`src/rtl/writeback_arbiter_if.sv`:
```
// Handshake and writeback bus between the FX/FP/LS execution units and the writeback arbiter.
// The master side is the execution units plus the register file; the slave side is the arbiter.
interface writeback_arbiter_if #(
    parameter int regWidth  = 6,
    parameter int dataWidth = 64
);
    logic                 FXValid_i;
    logic                 FXReady_o;
    logic                 FXReg1WritebackEnable_i;
    logic                 FXReg2WritebackEnable_i;
    logic [regWidth-1:0]  FXReg1WritebackAddress_i;
    logic [regWidth-1:0]  FXReg2WritebackAddress_i;
    logic [dataWidth-1:0] FXReg1WritebackValue_i;
    logic [dataWidth-1:0] FXReg2WritebackValue_i;

    logic                 FPValid_i;
    logic                 FPReady_o;
    logic                 FPReg1WritebackEnable_i;
    logic                 FPReg2WritebackEnable_i;
    logic [regWidth-1:0]  FPReg1WritebackAddress_i;
    logic [regWidth-1:0]  FPReg2WritebackAddress_i;
    logic [dataWidth-1:0] FPReg1WritebackValue_i;
    logic [dataWidth-1:0] FPReg2WritebackValue_i;

    logic                 LSValid_i;
    logic                 LSReady_o;
    logic                 LSReg1WritebackEnable_i;
    logic                 LSReg2WritebackEnable_i;
    logic [regWidth-1:0]  LSReg1WritebackAddress_i;
    logic [regWidth-1:0]  LSReg2WritebackAddress_i;
    logic [dataWidth-1:0] LSReg1WritebackValue_i;
    logic [dataWidth-1:0] LSReg2WritebackValue_i;

    logic                 writebackValid_o;
    logic [1:0]           functionalUnitCode_o;
    logic                 reg1WritebackEnable_o;
    logic                 reg2WritebackEnable_o;
    logic [regWidth-1:0]  reg1WritebackAddress_o;
    logic [regWidth-1:0]  reg2WritebackAddress_o;
    logic [dataWidth-1:0] reg1WritebackVal_o;
    logic [dataWidth-1:0] reg2WritebackVal_o;

    modport master (
        output FXValid_i, FXReg1WritebackEnable_i, FXReg2WritebackEnable_i,
               FXReg1WritebackAddress_i, FXReg2WritebackAddress_i,
               FXReg1WritebackValue_i, FXReg2WritebackValue_i,
        output FPValid_i, FPReg1WritebackEnable_i, FPReg2WritebackEnable_i,
               FPReg1WritebackAddress_i, FPReg2WritebackAddress_i,
               FPReg1WritebackValue_i, FPReg2WritebackValue_i,
        output LSValid_i, LSReg1WritebackEnable_i, LSReg2WritebackEnable_i,
               LSReg1WritebackAddress_i, LSReg2WritebackAddress_i,
               LSReg1WritebackValue_i, LSReg2WritebackValue_i,
        input  FXReady_o, FPReady_o, LSReady_o,
        input  writebackValid_o, functionalUnitCode_o,
               reg1WritebackEnable_o, reg2WritebackEnable_o,
               reg1WritebackAddress_o, reg2WritebackAddress_o,
               reg1WritebackVal_o, reg2WritebackVal_o
    );

    modport slave (
        input  FXValid_i, FXReg1WritebackEnable_i, FXReg2WritebackEnable_i,
               FXReg1WritebackAddress_i, FXReg2WritebackAddress_i,
               FXReg1WritebackValue_i, FXReg2WritebackValue_i,
        input  FPValid_i, FPReg1WritebackEnable_i, FPReg2WritebackEnable_i,
               FPReg1WritebackAddress_i, FPReg2WritebackAddress_i,
               FPReg1WritebackValue_i, FPReg2WritebackValue_i,
        input  LSValid_i, LSReg1WritebackEnable_i, LSReg2WritebackEnable_i,
               LSReg1WritebackAddress_i, LSReg2WritebackAddress_i,
               LSReg1WritebackValue_i, LSReg2WritebackValue_i,
        output FXReady_o, FPReady_o, LSReady_o,
        output writebackValid_o, functionalUnitCode_o,
               reg1WritebackEnable_o, reg2WritebackEnable_o,
               reg1WritebackAddress_o, reg2WritebackAddress_o,
               reg1WritebackVal_o, reg2WritebackVal_o
    );
endinterface

```
`src/rtl/writeback_arbiter.sv`:
```
// Round-robin arbiter sharing the register-file writeback path between the FX, FP and LS units.
// Each unit owns a one-entry holding buffer; the winner is registered onto the writeback outputs.
module writeback_arbiter #(
    parameter int regWidth     = 6,
    parameter int dataWidth    = 64,
    parameter int FXUnitCode   = 0,
    parameter int FPUnitCode   = 1,
    parameter int LdStUnitCode = 2
) (
    input  logic               clock_i,
    input  logic               reset_i,
    input  logic               flush_i,
    writeback_arbiter_if.slave bus
);
    typedef struct packed {
        logic                 en1;
        logic                 en2;
        logic [regWidth-1:0]  addr1;
        logic [regWidth-1:0]  addr2;
        logic [dataWidth-1:0] val1;
        logic [dataWidth-1:0] val2;
    } payload_t;

    localparam logic [1:0] FX_CODE = 2'(FXUnitCode);
    localparam logic [1:0] FP_CODE = 2'(FPUnitCode);
    localparam logic [1:0] LS_CODE = 2'(LdStUnitCode);

    // Unit index 0 = FX, 1 = FP, 2 = LS; the rotation wraps LS back to FX.
    function automatic logic [1:0] wrap_inc(input logic [1:0] u);
        wrap_inc = (u == 2'd2) ? 2'd0 : (u + 2'd1);
    endfunction

    logic [2:0]  offer_s;
    logic [2:0]  ready_s;
    logic [2:0]  accept_s;
    logic [2:0]  grant_s;
    logic [2:0]  held_r;
    payload_t    in_pl_s   [3];
    payload_t    held_pl_r [3];
    payload_t    grant_pl_s;
    logic [1:0]  prio_r;
    logic [1:0]  cand1_s;
    logic [1:0]  cand2_s;
    logic [1:0]  grant_idx_s;
    logic        grant_any_s;
    logic [1:0]  grant_code_s;

    logic                 out_valid_r;
    logic [1:0]           out_code_r;
    logic                 out_en1_r;
    logic                 out_en2_r;
    logic [regWidth-1:0]  out_addr1_r;
    logic [regWidth-1:0]  out_addr2_r;
    logic [dataWidth-1:0] out_val1_r;
    logic [dataWidth-1:0] out_val2_r;

    // Gather the per-unit offers into indexable form.
    always_comb begin
        offer_s    = {bus.LSValid_i, bus.FPValid_i, bus.FXValid_i};
        in_pl_s[0] = {bus.FXReg1WritebackEnable_i, bus.FXReg2WritebackEnable_i,
                      bus.FXReg1WritebackAddress_i, bus.FXReg2WritebackAddress_i,
                      bus.FXReg1WritebackValue_i, bus.FXReg2WritebackValue_i};
        in_pl_s[1] = {bus.FPReg1WritebackEnable_i, bus.FPReg2WritebackEnable_i,
                      bus.FPReg1WritebackAddress_i, bus.FPReg2WritebackAddress_i,
                      bus.FPReg1WritebackValue_i, bus.FPReg2WritebackValue_i};
        in_pl_s[2] = {bus.LSReg1WritebackEnable_i, bus.LSReg2WritebackEnable_i,
                      bus.LSReg1WritebackAddress_i, bus.LSReg2WritebackAddress_i,
                      bus.LSReg1WritebackValue_i, bus.LSReg2WritebackValue_i};
    end

    // Round-robin pick among held entries, starting at prio_r; a flush suppresses any grant.
    always_comb begin
        cand1_s     = wrap_inc(prio_r);
        cand2_s     = wrap_inc(cand1_s);
        grant_any_s = 1'b0;
        grant_idx_s = 2'd0;
        grant_s     = 3'b000;
        if (flush_i) begin
            grant_any_s = 1'b0;
        end else if (held_r[prio_r]) begin
            grant_any_s = 1'b1;
            grant_idx_s = prio_r;
        end else if (held_r[cand1_s]) begin
            grant_any_s = 1'b1;
            grant_idx_s = cand1_s;
        end else if (held_r[cand2_s]) begin
            grant_any_s = 1'b1;
            grant_idx_s = cand2_s;
        end else begin
            grant_any_s = 1'b0;
        end
        if (grant_any_s) begin
            grant_s[grant_idx_s] = 1'b1;
        end else begin
            grant_s = 3'b000;
        end
        grant_pl_s = held_pl_r[grant_idx_s];
        case (grant_idx_s)
            2'd0:    grant_code_s = FX_CODE;
            2'd1:    grant_code_s = FP_CODE;
            default: grant_code_s = LS_CODE;
        endcase
    end

    assign ready_s  = flush_i ? 3'b000 : (~held_r | grant_s);
    assign accept_s = offer_s & ready_s;

    assign bus.FXReady_o = ready_s[0];
    assign bus.FPReady_o = ready_s[1];
    assign bus.LSReady_o = ready_s[2];

    // Holding buffers: a same-cycle refill wins over the grant clearing the entry.
    always_ff @(posedge clock_i) begin
        for (int u = 0; u < 3; u++) begin
            if (reset_i) begin
                held_r[u]    <= 1'b0;
                held_pl_r[u] <= '0;
            end else if (flush_i) begin
                held_r[u]    <= 1'b0;
            end else if (accept_s[u]) begin
                held_r[u]    <= 1'b1;
                held_pl_r[u] <= in_pl_s[u];
            end else if (grant_s[u]) begin
                held_r[u]    <= 1'b0;
            end else begin
                held_r[u]    <= held_r[u];
            end
        end
    end

    // Priority pointer: next search starts just after the last granted unit.
    always_ff @(posedge clock_i) begin
        if (reset_i) begin
            prio_r <= 2'd0;
        end else if (grant_any_s) begin
            prio_r <= wrap_inc(grant_idx_s);
        end else begin
            prio_r <= prio_r;
        end
    end

    // Writeback output registers; addresses and values hold when nothing is granted.
    always_ff @(posedge clock_i) begin
        if (reset_i) begin
            out_valid_r <= 1'b0;
            out_code_r  <= 2'd0;
            out_en1_r   <= 1'b0;
            out_en2_r   <= 1'b0;
            out_addr1_r <= '0;
            out_addr2_r <= '0;
            out_val1_r  <= '0;
            out_val2_r  <= '0;
        end else if (grant_any_s) begin
            out_valid_r <= 1'b1;
            out_code_r  <= grant_code_s;
            out_en1_r   <= grant_pl_s.en1;
            out_en2_r   <= grant_pl_s.en2;
            out_addr1_r <= grant_pl_s.addr1;
            out_addr2_r <= grant_pl_s.addr2;
            out_val1_r  <= grant_pl_s.val1;
            out_val2_r  <= grant_pl_s.val2;
        end else begin
            out_valid_r <= 1'b0;
            out_en1_r   <= 1'b0;
            out_en2_r   <= 1'b0;
        end
    end

    assign bus.writebackValid_o      = out_valid_r;
    assign bus.functionalUnitCode_o  = out_code_r;
    assign bus.reg1WritebackEnable_o = out_en1_r;
    assign bus.reg2WritebackEnable_o = out_en2_r;
    assign bus.reg1WritebackAddress_o = out_addr1_r;
    assign bus.reg2WritebackAddress_o = out_addr2_r;
    assign bus.reg1WritebackVal_o    = out_val1_r;
    assign bus.reg2WritebackVal_o    = out_val2_r;
endmodule

```
`src/flat_wrapper.sv`:
```
// flat-port wrapper written by rule: the top's interface ports become plain ports
module writeback_arbiter_flat 
#(
    parameter int regWidth     = 6,
    parameter int dataWidth    = 64,
    parameter int FXUnitCode   = 0,
    parameter int FPUnitCode   = 1,
    parameter int LdStUnitCode = 2
)
  (clock_i, reset_i, flush_i, bus_FXValid_i, bus_FXReg1WritebackEnable_i, bus_FXReg2WritebackEnable_i, bus_FXReg1WritebackAddress_i, bus_FXReg2WritebackAddress_i, bus_FXReg1WritebackValue_i, bus_FXReg2WritebackValue_i, bus_FPValid_i, bus_FPReg1WritebackEnable_i, bus_FPReg2WritebackEnable_i, bus_FPReg1WritebackAddress_i, bus_FPReg2WritebackAddress_i, bus_FPReg1WritebackValue_i, bus_FPReg2WritebackValue_i, bus_LSValid_i, bus_LSReg1WritebackEnable_i, bus_LSReg2WritebackEnable_i, bus_LSReg1WritebackAddress_i, bus_LSReg2WritebackAddress_i, bus_LSReg1WritebackValue_i, bus_LSReg2WritebackValue_i, bus_FXReady_o, bus_FPReady_o, bus_LSReady_o, bus_writebackValid_o, bus_functionalUnitCode_o, bus_reg1WritebackEnable_o, bus_reg2WritebackEnable_o, bus_reg1WritebackAddress_o, bus_reg2WritebackAddress_o, bus_reg1WritebackVal_o, bus_reg2WritebackVal_o);
  writeback_arbiter_if #(.regWidth(regWidth), .dataWidth(dataWidth)) bus_i ();
  input  logic clock_i;
  input  logic reset_i;
  input  logic flush_i;
  input wire logic [$bits(bus_i.FXValid_i)-1:0] bus_FXValid_i;
  input wire logic [$bits(bus_i.FXReg1WritebackEnable_i)-1:0] bus_FXReg1WritebackEnable_i;
  input wire logic [$bits(bus_i.FXReg2WritebackEnable_i)-1:0] bus_FXReg2WritebackEnable_i;
  input wire logic [$bits(bus_i.FXReg1WritebackAddress_i)-1:0] bus_FXReg1WritebackAddress_i;
  input wire logic [$bits(bus_i.FXReg2WritebackAddress_i)-1:0] bus_FXReg2WritebackAddress_i;
  input wire logic [$bits(bus_i.FXReg1WritebackValue_i)-1:0] bus_FXReg1WritebackValue_i;
  input wire logic [$bits(bus_i.FXReg2WritebackValue_i)-1:0] bus_FXReg2WritebackValue_i;
  input wire logic [$bits(bus_i.FPValid_i)-1:0] bus_FPValid_i;
  input wire logic [$bits(bus_i.FPReg1WritebackEnable_i)-1:0] bus_FPReg1WritebackEnable_i;
  input wire logic [$bits(bus_i.FPReg2WritebackEnable_i)-1:0] bus_FPReg2WritebackEnable_i;
  input wire logic [$bits(bus_i.FPReg1WritebackAddress_i)-1:0] bus_FPReg1WritebackAddress_i;
  input wire logic [$bits(bus_i.FPReg2WritebackAddress_i)-1:0] bus_FPReg2WritebackAddress_i;
  input wire logic [$bits(bus_i.FPReg1WritebackValue_i)-1:0] bus_FPReg1WritebackValue_i;
  input wire logic [$bits(bus_i.FPReg2WritebackValue_i)-1:0] bus_FPReg2WritebackValue_i;
  input wire logic [$bits(bus_i.LSValid_i)-1:0] bus_LSValid_i;
  input wire logic [$bits(bus_i.LSReg1WritebackEnable_i)-1:0] bus_LSReg1WritebackEnable_i;
  input wire logic [$bits(bus_i.LSReg2WritebackEnable_i)-1:0] bus_LSReg2WritebackEnable_i;
  input wire logic [$bits(bus_i.LSReg1WritebackAddress_i)-1:0] bus_LSReg1WritebackAddress_i;
  input wire logic [$bits(bus_i.LSReg2WritebackAddress_i)-1:0] bus_LSReg2WritebackAddress_i;
  input wire logic [$bits(bus_i.LSReg1WritebackValue_i)-1:0] bus_LSReg1WritebackValue_i;
  input wire logic [$bits(bus_i.LSReg2WritebackValue_i)-1:0] bus_LSReg2WritebackValue_i;
  output wire logic [$bits(bus_i.FXReady_o)-1:0] bus_FXReady_o;
  output wire logic [$bits(bus_i.FPReady_o)-1:0] bus_FPReady_o;
  output wire logic [$bits(bus_i.LSReady_o)-1:0] bus_LSReady_o;
  output wire logic [$bits(bus_i.writebackValid_o)-1:0] bus_writebackValid_o;
  output wire logic [$bits(bus_i.functionalUnitCode_o)-1:0] bus_functionalUnitCode_o;
  output wire logic [$bits(bus_i.reg1WritebackEnable_o)-1:0] bus_reg1WritebackEnable_o;
  output wire logic [$bits(bus_i.reg2WritebackEnable_o)-1:0] bus_reg2WritebackEnable_o;
  output wire logic [$bits(bus_i.reg1WritebackAddress_o)-1:0] bus_reg1WritebackAddress_o;
  output wire logic [$bits(bus_i.reg2WritebackAddress_o)-1:0] bus_reg2WritebackAddress_o;
  output wire logic [$bits(bus_i.reg1WritebackVal_o)-1:0] bus_reg1WritebackVal_o;
  output wire logic [$bits(bus_i.reg2WritebackVal_o)-1:0] bus_reg2WritebackVal_o;
  assign bus_i.FXValid_i = bus_FXValid_i;
  assign bus_i.FXReg1WritebackEnable_i = bus_FXReg1WritebackEnable_i;
  assign bus_i.FXReg2WritebackEnable_i = bus_FXReg2WritebackEnable_i;
  assign bus_i.FXReg1WritebackAddress_i = bus_FXReg1WritebackAddress_i;
  assign bus_i.FXReg2WritebackAddress_i = bus_FXReg2WritebackAddress_i;
  assign bus_i.FXReg1WritebackValue_i = bus_FXReg1WritebackValue_i;
  assign bus_i.FXReg2WritebackValue_i = bus_FXReg2WritebackValue_i;
  assign bus_i.FPValid_i = bus_FPValid_i;
  assign bus_i.FPReg1WritebackEnable_i = bus_FPReg1WritebackEnable_i;
  assign bus_i.FPReg2WritebackEnable_i = bus_FPReg2WritebackEnable_i;
  assign bus_i.FPReg1WritebackAddress_i = bus_FPReg1WritebackAddress_i;
  assign bus_i.FPReg2WritebackAddress_i = bus_FPReg2WritebackAddress_i;
  assign bus_i.FPReg1WritebackValue_i = bus_FPReg1WritebackValue_i;
  assign bus_i.FPReg2WritebackValue_i = bus_FPReg2WritebackValue_i;
  assign bus_i.LSValid_i = bus_LSValid_i;
  assign bus_i.LSReg1WritebackEnable_i = bus_LSReg1WritebackEnable_i;
  assign bus_i.LSReg2WritebackEnable_i = bus_LSReg2WritebackEnable_i;
  assign bus_i.LSReg1WritebackAddress_i = bus_LSReg1WritebackAddress_i;
  assign bus_i.LSReg2WritebackAddress_i = bus_LSReg2WritebackAddress_i;
  assign bus_i.LSReg1WritebackValue_i = bus_LSReg1WritebackValue_i;
  assign bus_i.LSReg2WritebackValue_i = bus_LSReg2WritebackValue_i;
  assign bus_FXReady_o = bus_i.FXReady_o;
  assign bus_FPReady_o = bus_i.FPReady_o;
  assign bus_LSReady_o = bus_i.LSReady_o;
  assign bus_writebackValid_o = bus_i.writebackValid_o;
  assign bus_functionalUnitCode_o = bus_i.functionalUnitCode_o;
  assign bus_reg1WritebackEnable_o = bus_i.reg1WritebackEnable_o;
  assign bus_reg2WritebackEnable_o = bus_i.reg2WritebackEnable_o;
  assign bus_reg1WritebackAddress_o = bus_i.reg1WritebackAddress_o;
  assign bus_reg2WritebackAddress_o = bus_i.reg2WritebackAddress_o;
  assign bus_reg1WritebackVal_o = bus_i.reg1WritebackVal_o;
  assign bus_reg2WritebackVal_o = bus_i.reg2WritebackVal_o;
  writeback_arbiter #(.regWidth(regWidth), .dataWidth(dataWidth), .FXUnitCode(FXUnitCode), .FPUnitCode(FPUnitCode), .LdStUnitCode(LdStUnitCode)) u_core (.clock_i(clock_i), .reset_i(reset_i), .flush_i(flush_i), .bus(bus_i));
endmodule
```
`config.mk`:
```
export PLATFORM = sky130hd
export DESIGN_NAME = writeback_arbiter_flat
export DESIGN_NICKNAME = d
export VERILOG_FILES = /design/src/rtl/writeback_arbiter_if.sv /design/src/rtl/writeback_arbiter.sv /design/src/flat_wrapper.sv
export SDC_FILE = /design/constraint.sdc
export NUM_CORES = 1
export LEC_CHECK = 0
export CAP_MARGIN = 20
export CORE_MARGIN = 1.5
export CORE_UTILIZATION = 40
export DETAILED_ROUTE_END_ITERATION = 7
export PLACE_DENSITY = 0.69
export SLEW_MARGIN = 10
export SYNTH_ARGS = -nofsm -noshare
export SYNTH_HDL_FRONTEND = slang
export SYNTH_SLANG_ARGS = --single-unit
```
`constraint.sdc`:
```
create_clock -name clock_i -period 37.7 [get_ports clock_i]
set_clock_uncertainty 0.05 [all_clocks]
set_input_delay 11.31 -clock clock_i [delete_from_list [all_inputs] [get_ports clock_i]]
set_output_delay 11.31 -clock clock_i [all_outputs]
set_load 0.02 [all_outputs]
```
==> results of run 1 <==
state kept, by name, indices dropped and copies added, names as in the netlist, 2 cells and up:
signal / count
u_core.bus.reg2WritebackAddress_o: 6
u_core.bus.functionalUnitCode_o: 2
u_core.bus.reg1WritebackAddress_o: 6
u_core.held_pl_r: 426
u_core.bus.reg2WritebackVal_o: 64
u_core.bus.reg1WritebackVal_o: 64
u_core.held_r: 3
power groups by stage:
stage,clock (mW),combinational [mW],sequential [mW]
after global routing,0.640,0.194,0.742
after CTS,0.617,0.185,0.739
final,0.609,0.184,0.739
after floorplan,0,0.0692,0.767
after detailed placement,0,0.184,0.752
after global placement,0,0.181,0.750
through the flow:
| step | instances | worst slack (ps) |
|---|---|---|
| 2_1_floorplan | 1846 | 13840 |
| 3_3_place_gp | 3021 | 12100 |
| 3_5_place_dp | 3022 | 12080 |
| 4_1_cts | 3135 | 12070 |
| 5_1_grt | 3144 | 11930 |
| 6_report | 3145 | 12040 |
worst reg2reg max path: stages, from the launching register on:
cell and delay (ps):
dfxtp_1 720, nor2b_4 250, buf_4 740, o211ai_1 380
a21oi_1 370, a21o_4 360, buf_4 860
path summary, 6_finish.rpt:
path	start	end	slack (ps)	depth (start not counted)
max reg2reg	u_core.held_r[0]	u_core.held_pl_r[0][123]	33440	6
min	u_core.held_pl_r[2][16]	u_core.bus.reg2WritebackVal_o[16]	420	1
max	flush_i	bus_FXReady_o	12040	7
min reg2reg	u_core.held_pl_r[2][16]	u_core.bus.reg2WritebackVal_o[16]	420	1
layer usage:
layer  part of all wire (%)  routed length (µm)  up-vias  GRT usage, %
met2                     48               42180     1065         44.52
met4                    3.4                3013       16         10.63
li1                       -                   -     8263             -
met1                     39               34140     9659         33.91
met5                   0.12                 108        -             0
met3                    9.0                7895      186         6.931
layout make-up:
class,count,share of cell area (%)
tap,782,2.984
inverter,6,0.07250
clock buffer,86,5.250
multi-input combinational,1042,23.81
sequential,575,48.11
clock inverter,27,0.9348
antenna,9,0.06868
timing repair buffer,618,18.77
layout by cell type, fill, tap and decap left out, drive strengths merged, types with 2 or more instances in the layout:
| cell | instances |
|---|---|
| clkdlybuf4s50 | 578 |
| edfxtp | 426 |
| nor3b | 285 |
| dfxtp | 149 |
| and2 | 143 |
| o211ai | 123 |
| a21oi | 105 |
| clkbuf | 86 |
| a32oi | 73 |
| o2111ai | 68 |
| a221o | 68 |
| nor2 | 66 |
| a311oi | 41 |
| buf | 40 |
| a211oi | 19 |
| clkinv | 16 |
| a31oi | 15 |
| diode | 9 |
| inv | 7 |
| bufinv | 6 |
| nand3 | 4 |
| clkinvlp | 4 |
| o21a | 4 |
| nand2 | 3 |
| nand2b | 3 |
| o31ai | 3 |
| nor3 | 3 |
| o221ai | 2 |
| o21ai | 2 |
| nand3b | 2 |
| nor2b | 2 |
kinds of logic (layout without fill, tap and decap cells):
| group | after synthesis | count (layout) | share of synthesized area, % |
|---|---|---|---|
| simple gates | 511 | 511 | 14.38 |
| flops | 575 | 575 | 64.58 |
| other cells | 0 | 9 | 0 |
| xor+xnor | 1 | 1 | 0.06660 |
| compound gates | 530 | 530 | 16.89 |
| buf+inv | 229 | 737 | 4.092 |
==> impl_metrics.yaml, run 1 <==
floorplanning:
  coreArea_mm2: 0.06036
  die_w_um: 250.1
  dieArea_mm2: 0.06256
  start_util_pct: 40.47
  io_pins: 580
  die_height_um: 250.1
  fp-row-count: 90
timing:
  drv_slew: 0
  worst_pin_slew_ps: 1227
  finalSetupTns_ps: 0
  setup_viol: 0
  hold_viol_final: 0
  fmax_mhz: 38.97
  hold_slack_ps: 418.9
  slew_headroom_pct: 18.19
  rsz0062_at_grt: "false"
  fin_crit_ps: 25660
  finalCritPeriodShare_pct: 68.06
setup_path:
  end_kind: "output pin"
  slowest_stage: "buf_4"
  slowest_delay_ps: 740
  worstPathCellList: "clkdlybuf4s50_1, buf_4, nor2b_4, buf_4, o211ai_1, a21oi_1, clkdlybuf4s50_1"
  crit_family: "buffers and inverters"
  worst_setup_path_start_kind: "input pin"
  critPathBufInv: 4
  worstSetupPathType: "in2out"
  crit_fanout: 70
  worstPathArrival_ps: 14300
  cp.required_ps: 26340
clocking:
  path_clk_slew_ps: 60
  htree_levels: 2
  post_cts_resize_count: 0
  tritoncts: "yes"
  insertion_delay_ps: 620
  clock-sinks: 575
  cts_made_buffers: 60
  post_cts_buffers: 0
  cts_root_buf: "clkbuf_16"
  ctsHoldBuffers: 0
  clk_path_buf_depth: 3
finish:
  final.fill_count: 4966
  final_layout_size_suffix_gt1_share_pct: 7.477
  area.growth.synth_to_final_pct: 34.23
  postLayoutCoreUtil_pct: 54.33
  regArea_mm2: 0.01578
  stdcell_area_mm2: 0.03279
  multi_input_area_mm2: 0.007809
  nets: 2735
yosys:
  yosys-top-cells-area: "edfxtp_1, dfxtp_1, nor3b_1, o211ai_1, and2_1"
  yosys.area.top_type_share_pct: 52.37
  yosysSeqAreaShare_pct: 64.58
  synth_nets: 2278
  synthDistinctLibCells: 47
  postSynthAreaPerCell_um2: 13.23
  synth_cells: 1846
  yosysMostFrequentCell: "edfxtp_1"
  synth_area_leader_cell: "edfxtp_1"
  yosys_warnings: 0
  ys_ff_latch: 575
  mappedNetlistArea_mm2: 0.02443
  synth_ff_type: "edfxtp_1"
  async_reset_ff_share_pct: 0
  synth-edff-count: 426
  synth.top_cells.by_count: "edfxtp_1, nor3b_1, dfxtp_1"
power:
  combPwrFrac_pct: 12.0
  p_leak_nw: 10.81
  power_density_mw_per_mm2: 46.75
  p_clk_share_pct: 39.7
  vdd_drop_max_mv: 0.03216
  sw_frac_of_total_pct: 23.95
  power_mw: 1.533
  p_sw_mw: 0.3671
  pwr-share-seq_pct: 48.2
  internal_power_mw: 1.166
placed_design:
  placed_area_mm2: 0.03071
  portBuffers: 579
  gp_congestion: 0.8150
  dp.final_hpwl_um: 51950
grt:
  grt_pass1_wl_um: 127200
  grt_use_total_pct: 26.98
  grt_pass1_vias: 19660
  overflow: 0
  grt_max_degree: 144
  antenna_found_initial: 19
route:
  routed_wl_um: 87340
  viasPerCell: 6.101
  drt_iter0_markers: 1712
  drt-pass1-iter-count: 5
  wire_per_inst_um: 27.77
  ant_nets: 0
  vias: 19190
  drc: 0
hold_path:
  worstHoldPathType: "reg2reg"
job:
  maxCapViolCount: 0
run_status:
  outcome: "completed"
(Power assumes the default switching activity.)
==> run 2, diff against run 1 <==
==> constraint.sdc (replaced) <==
create_clock -name clock_i -period 26.9 [get_ports clock_i]
set_clock_uncertainty 0.05 [all_clocks]
set_input_delay 8.07 -clock clock_i [delete_from_list [all_inputs] [get_ports clock_i]]
set_output_delay 8.07 -clock clock_i [all_outputs]
set_load 0.02 [all_outputs]
==> impl_metrics.yaml, run 2 (synthesis results as in run 1) <==
grt:
  antenna_found_initial: 19
  grt_pass1_wl_um: 126300
  grt_pass1_vias: 19180
  overflow: 0
  grt_max_degree: 144
  grt_use_total_pct: 26.73
timing:
  rsz0062_at_grt: "false"
  setup_viol: 0
  drv_slew: 0
  fin_crit_ps: 19150
  hold_viol_final: 0
  worst_pin_slew_ps: 1222
  fmax_mhz: 52.23
  slew_headroom_pct: 18.54
  finalSetupTns_ps: 0
  finalCritPeriodShare_pct: 71.18
route:
  drt_iter0_markers: 1872
  drc: 0
  ant_nets: 0
  vias: 19180
  routed_wl_um: 86650
  wire_per_inst_um: 27.54
  viasPerCell: 6.097
  drt-pass1-iter-count: 5
clocking:
  post_cts_buffers: 0
  clock-sinks: 575
  cts_root_buf: "clkbuf_16"
  post_cts_resize_count: 0
  insertion_delay_ps: 620
  htree_levels: 2
  ctsHoldBuffers: 0
  tritoncts: "yes"
  clk_path_buf_depth: 3
  path_clk_slew_ps: 60
  cts_made_buffers: 60
setup_path:
  cp.required_ps: 18780
  rr_worst_depth: 6
  r2r_end: "u_core.held_pl_r[0][126]"
  worstSetupPathType: "in2out"
  end_kind: "output pin"
  startpoint: "flush_i"
  worst_setup_path_start_kind: "input pin"
  critPathCapture: "bus_FXReady_o"
  r2r-start: "u_core.held_r[0]"
  worstPathArrival_ps: 11030
  crit_fanout: 70
  rrSetupSlack_ps: 22680
finish:
  final_common_cell: "clkdlybuf4s50_1"
  regMostFlops: "u_core.held_pl_r"
  layout_common_cells: "clkdlybuf4s50_1, edfxtp_1, nor3b_1, dfxtp_1, and2_1"
  postLayoutCoreUtil_pct: 54.05
  nets: 2732
  largest_reg_flops: 426
  final_layout_size_suffix_gt1_share_pct: 7.152
  area.growth.synth_to_final_pct: 33.55
  stdcell_count: 3146
run_status:
  outcome: "completed"
placed_design:
  dp.final_hpwl_um: 51190
  gp_congestion: 0.8122
  dp.cells: 3019
  portBuffers: 579
floorplanning:
  die_height_um: 250.1
  fp-row-count: 90
  start_util_pct: 40.47
  io_pins: 580
  dieArea_mm2: 0.06256
  coreArea_mm2: 0.06036
  die_w_um: 250.1
job:
  maxCapViolCount: 0
hold_path:
  hp-start: "u_core.held_pl_r[2][92]"
  worstHoldPathType: "reg2reg"
power:
  power_mw: 2.098
  power_density_mw_per_mm2: 64.31
  p_leak_nw: 10.73
  vdd_drop_max_mv: 0.05156
-- run 2: cell count changes in the layout (fill, tap and decap cells not counted), sizes merged --
cell | before | now
clkinvlp | 4 | 3
inv | 7 | 5
clkbuf | 86 | 90
diode | 9 | 15
bufinv | 6 | 1
clkinv | 16 | 18
buf | 40 | 37
-- run 2: worst max-delay path, stage by stage --
cell and delay [ps]:
clkdlybuf4s50_1 400, buf_4 220, nor2b_4 120, buf_4 730
o211ai_1 380, a21oi_1 370, clkdlybuf4s50_1 710
-- run 2: layout make-up --
class	instances	area, µm²
clock buffers	90	1757
fillers	5017	27730
well taps	782	978.4
multi-input cells	1042	7809
clock inverters	21	132.6
inverters	6	23.77
repair buffers	615	6112
flip-flops and latches	575	15780
diodes	15	37.54
-- run 2: power breakdown --
part | internal (mW) | switching (mW) | total (mW)
clock | 0.458 | 0.347 | 0.804
combinational | 0.119 | 0.139 | 0.258
sequential | 1.01 | 0.0228 | 1.04
-- run 2: stage by stage --
step,setup slack (ps),instance area (µm²),hold slack (ps)
floorplan,6826,24430,398.4
global placement,7806,30670,400.9
detailed placement,7767,30670,403.8
CTS,7765,32560,417.3
global route,7668,32620,428.8
finish,7753,32630,416.5
-- run 2: how the worst min path moves through the flow --
| stage | end | slack (ps) | depth (start not counted) |
|---|---|---|---|
| 2_1_floorplan | u_core.bus.reg1WritebackAddress_o[1] | 400 | 1 |
| 3_3_place_gp | u_core.bus.reg1WritebackVal_o[38] | 400 | 1 |
| 3_5_place_dp | u_core.bus.reg2WritebackVal_o[14] | 400 | 1 |
| 4_1_cts | u_core.bus.reg1WritebackVal_o[28] | 420 | 1 |
| 5_1_grt | u_core.bus.reg1WritebackVal_o[13] | 430 | 1 |
| 6_report | u_core.bus.reg1WritebackVal_o[28] | 420 | 1 |
-- run 2: layer usage --
metal	track usage (%)	vias to the layer above	share of wire [%]
li1	-	8271	-
met2	44.01	1183	48
met5	0	-	0.065
met4	9.680	8	3.4
met3	6.651	171	11
met1	34.17	9548	38
==> run 3, diff against run 2 <==
==> constraint.sdc (replaced) <==
create_clock -name clock_i -period 19.57 [get_ports clock_i]
set_clock_uncertainty 0.05 [all_clocks]
set_input_delay 5.871 -clock clock_i [delete_from_list [all_inputs] [get_ports clock_i]]
set_output_delay 5.871 -clock clock_i [all_outputs]
set_load 0.02 [all_outputs]
==> impl_metrics.yaml, run 3 (synthesis results as in run 1) <==
clocking:
  cts_root_buf: "clkbuf_16"
  post_cts_buffers: 0
  post_cts_resize_count: 0
  insertion_delay_ps: 620
  htree_levels: 2
  tritoncts: "yes"
  ctsHoldBuffers: 0
  clk_path_buf_depth: 3
  clock-sinks: 575
  cts_made_buffers: 60
  path_clk_slew_ps: 60
power:
  combPwrFrac_pct: 12.1
  p_leak_nw: 10.80
  internal_power_mw: 2.228
  vdd_drop_max_mv: 0.07049
  p_clk_share_pct: 39.6
  pwr-share-seq_pct: 48.4
  power_mw: 2.943
  p_sw_mw: 0.7154
  sw_frac_of_total_pct: 24.31
  power_density_mw_per_mm2: 89.81
grt:
  antenna_found_initial: 23
  grt_use_total_pct: 27.03
  grt_pass1_vias: 19520
  grt_pass1_wl_um: 127600
  overflow: 0
  grt_max_degree: 143
finish:
  postLayoutCoreUtil_pct: 54.30
  final.fill_count: 4994
  area.growth.synth_to_final_pct: 34.16
  regArea_mm2: 0.01578
  layout_common_cells: "clkdlybuf4s50_1, edfxtp_1, nor3b_1, dfxtp_1, and2_1"
  regMostFlops: "u_core.held_pl_r"
  stdcell_count: 3148
  nets: 2735
  multi_input_area_mm2: 0.007809
  largest_reg_flops: 426
  final_common_cell: "clkdlybuf4s50_1"
  final_layout_size_suffix_gt1_share_pct: 7.650
setup_path:
  cp.required_ps: 13650
  crit_fanout: 70
  worstPathArrival_ps: 8780
  worst_setup_path_start_kind: "input pin"
  end_kind: "output pin"
  rrSetupSlack_ps: 15160
  worstSetupPathType: "in2out"
timing:
  slew_headroom_pct: 26.63
  rsz0062_at_grt: "false"
  finalCritPeriodShare_pct: 75.10
  drv_slew: 0
  setup_viol: 0
  finalSetupTns_ps: 0
  fmax_mhz: 68.04
  fin_crit_ps: 14700
  worst_pin_slew_ps: 1101
  hold_viol_final: 0
  hold_slack_ps: 417.7
placed_design:
  dp.final_hpwl_um: 52090
  portBuffers: 579
  dp.cells: 3022
  gp_congestion: 0.8223
hold_path:
  worstHoldPathType: "reg2reg"
route:
  routed_wl_um: 87300
  viasPerCell: 6.096
  drc: 0
  drt-pass1-iter-count: 5
  ant_nets: 0
  wire_per_inst_um: 27.73
  drt_iter0_markers: 1774
  vias: 19190
run_status:
  outcome: "completed"
floorplanning:
  coreArea_mm2: 0.06036
  die_w_um: 250.1
  fp-row-count: 90
  dieArea_mm2: 0.06256
  die_height_um: 250.1
  start_util_pct: 40.47
  io_pins: 580
job:
  maxCapViolCount: 0
-- run 3: cell types whose count changed in the layout (fill, tap and decap cells not counted) --
cell	delta
diode_2	-2
clkbuf_1	-3
bufinv_16	+4
clkinv_1	-5
buf_16	+1
inv_8	+2
clkbuf_8	-2
clkbuf_16	-1
clkinv_4	+1
inv_6	+4
buf_4	+2
clkinvlp_4	+1
-- run 3: final timing paths --
kind	to	cells past startpoint	from
min reg2reg	u_core.bus.reg1WritebackVal_o[38]	1	u_core.held_pl_r[2][102]
max	bus_FXReady_o	7	flush_i
min	u_core.bus.reg1WritebackVal_o[38]	1	u_core.held_pl_r[2][102]
max reg2reg	u_core.held_pl_r[0][94]	6	u_core.held_r[0]
-- run 3: final cells by class --
class | instances | share of cell area [%]
Antenna cell | 13 | 0.09926
Clock buffer | 84 | 5.165
Clock inverter | 28 | 0.9391
Inverter | 6 | 0.07254
Multi-Input combinational cell | 1042 | 23.83
Sequential cell | 575 | 48.13
Tap cell | 782 | 2.985
Timing Repair Buffer | 618 | 18.78
-- run 3: power groups by stage --
stage | registers, mW | logic, mW | clock network [mW]
floorplan | 1.48 | 0.133 | 0
global placement | 1.45 | 0.349 | 0
detailed placement | 1.45 | 0.353 | 0
CTS | 1.42 | 0.355 | 1.18
global route | 1.43 | 0.374 | 1.22
finish | 1.42 | 0.355 | 1.16
-- run 3: layer usage --
layer	global-route usage (%)	vias up	share of wire [%]
met5	0	-	0.13
met4	10.84	16	3.7
met3	6.786	209	9.6
met2	44.47	1104	48
met1	34.11	9593	38
li1	-	8268	-
-- run 3: worst max-delay path, stage by stage --
cell and delay (ps):
clkdlybuf4s50_1 390, buf_4 220, nor2b_4 120, buf_4 750, o211ai_1 360, a21oi_1 320, clkdlybuf4s50_1 700
-- run 3: stage by stage --
step | instance area, µm² | setup slack [ps]
floorplan | 24430 | 1695
finish | 32770 | 4873
global placement | 30690 | 4890
CTS | 32710 | 4905
detailed placement | 30710 | 4905
global route | 32770 | 4757
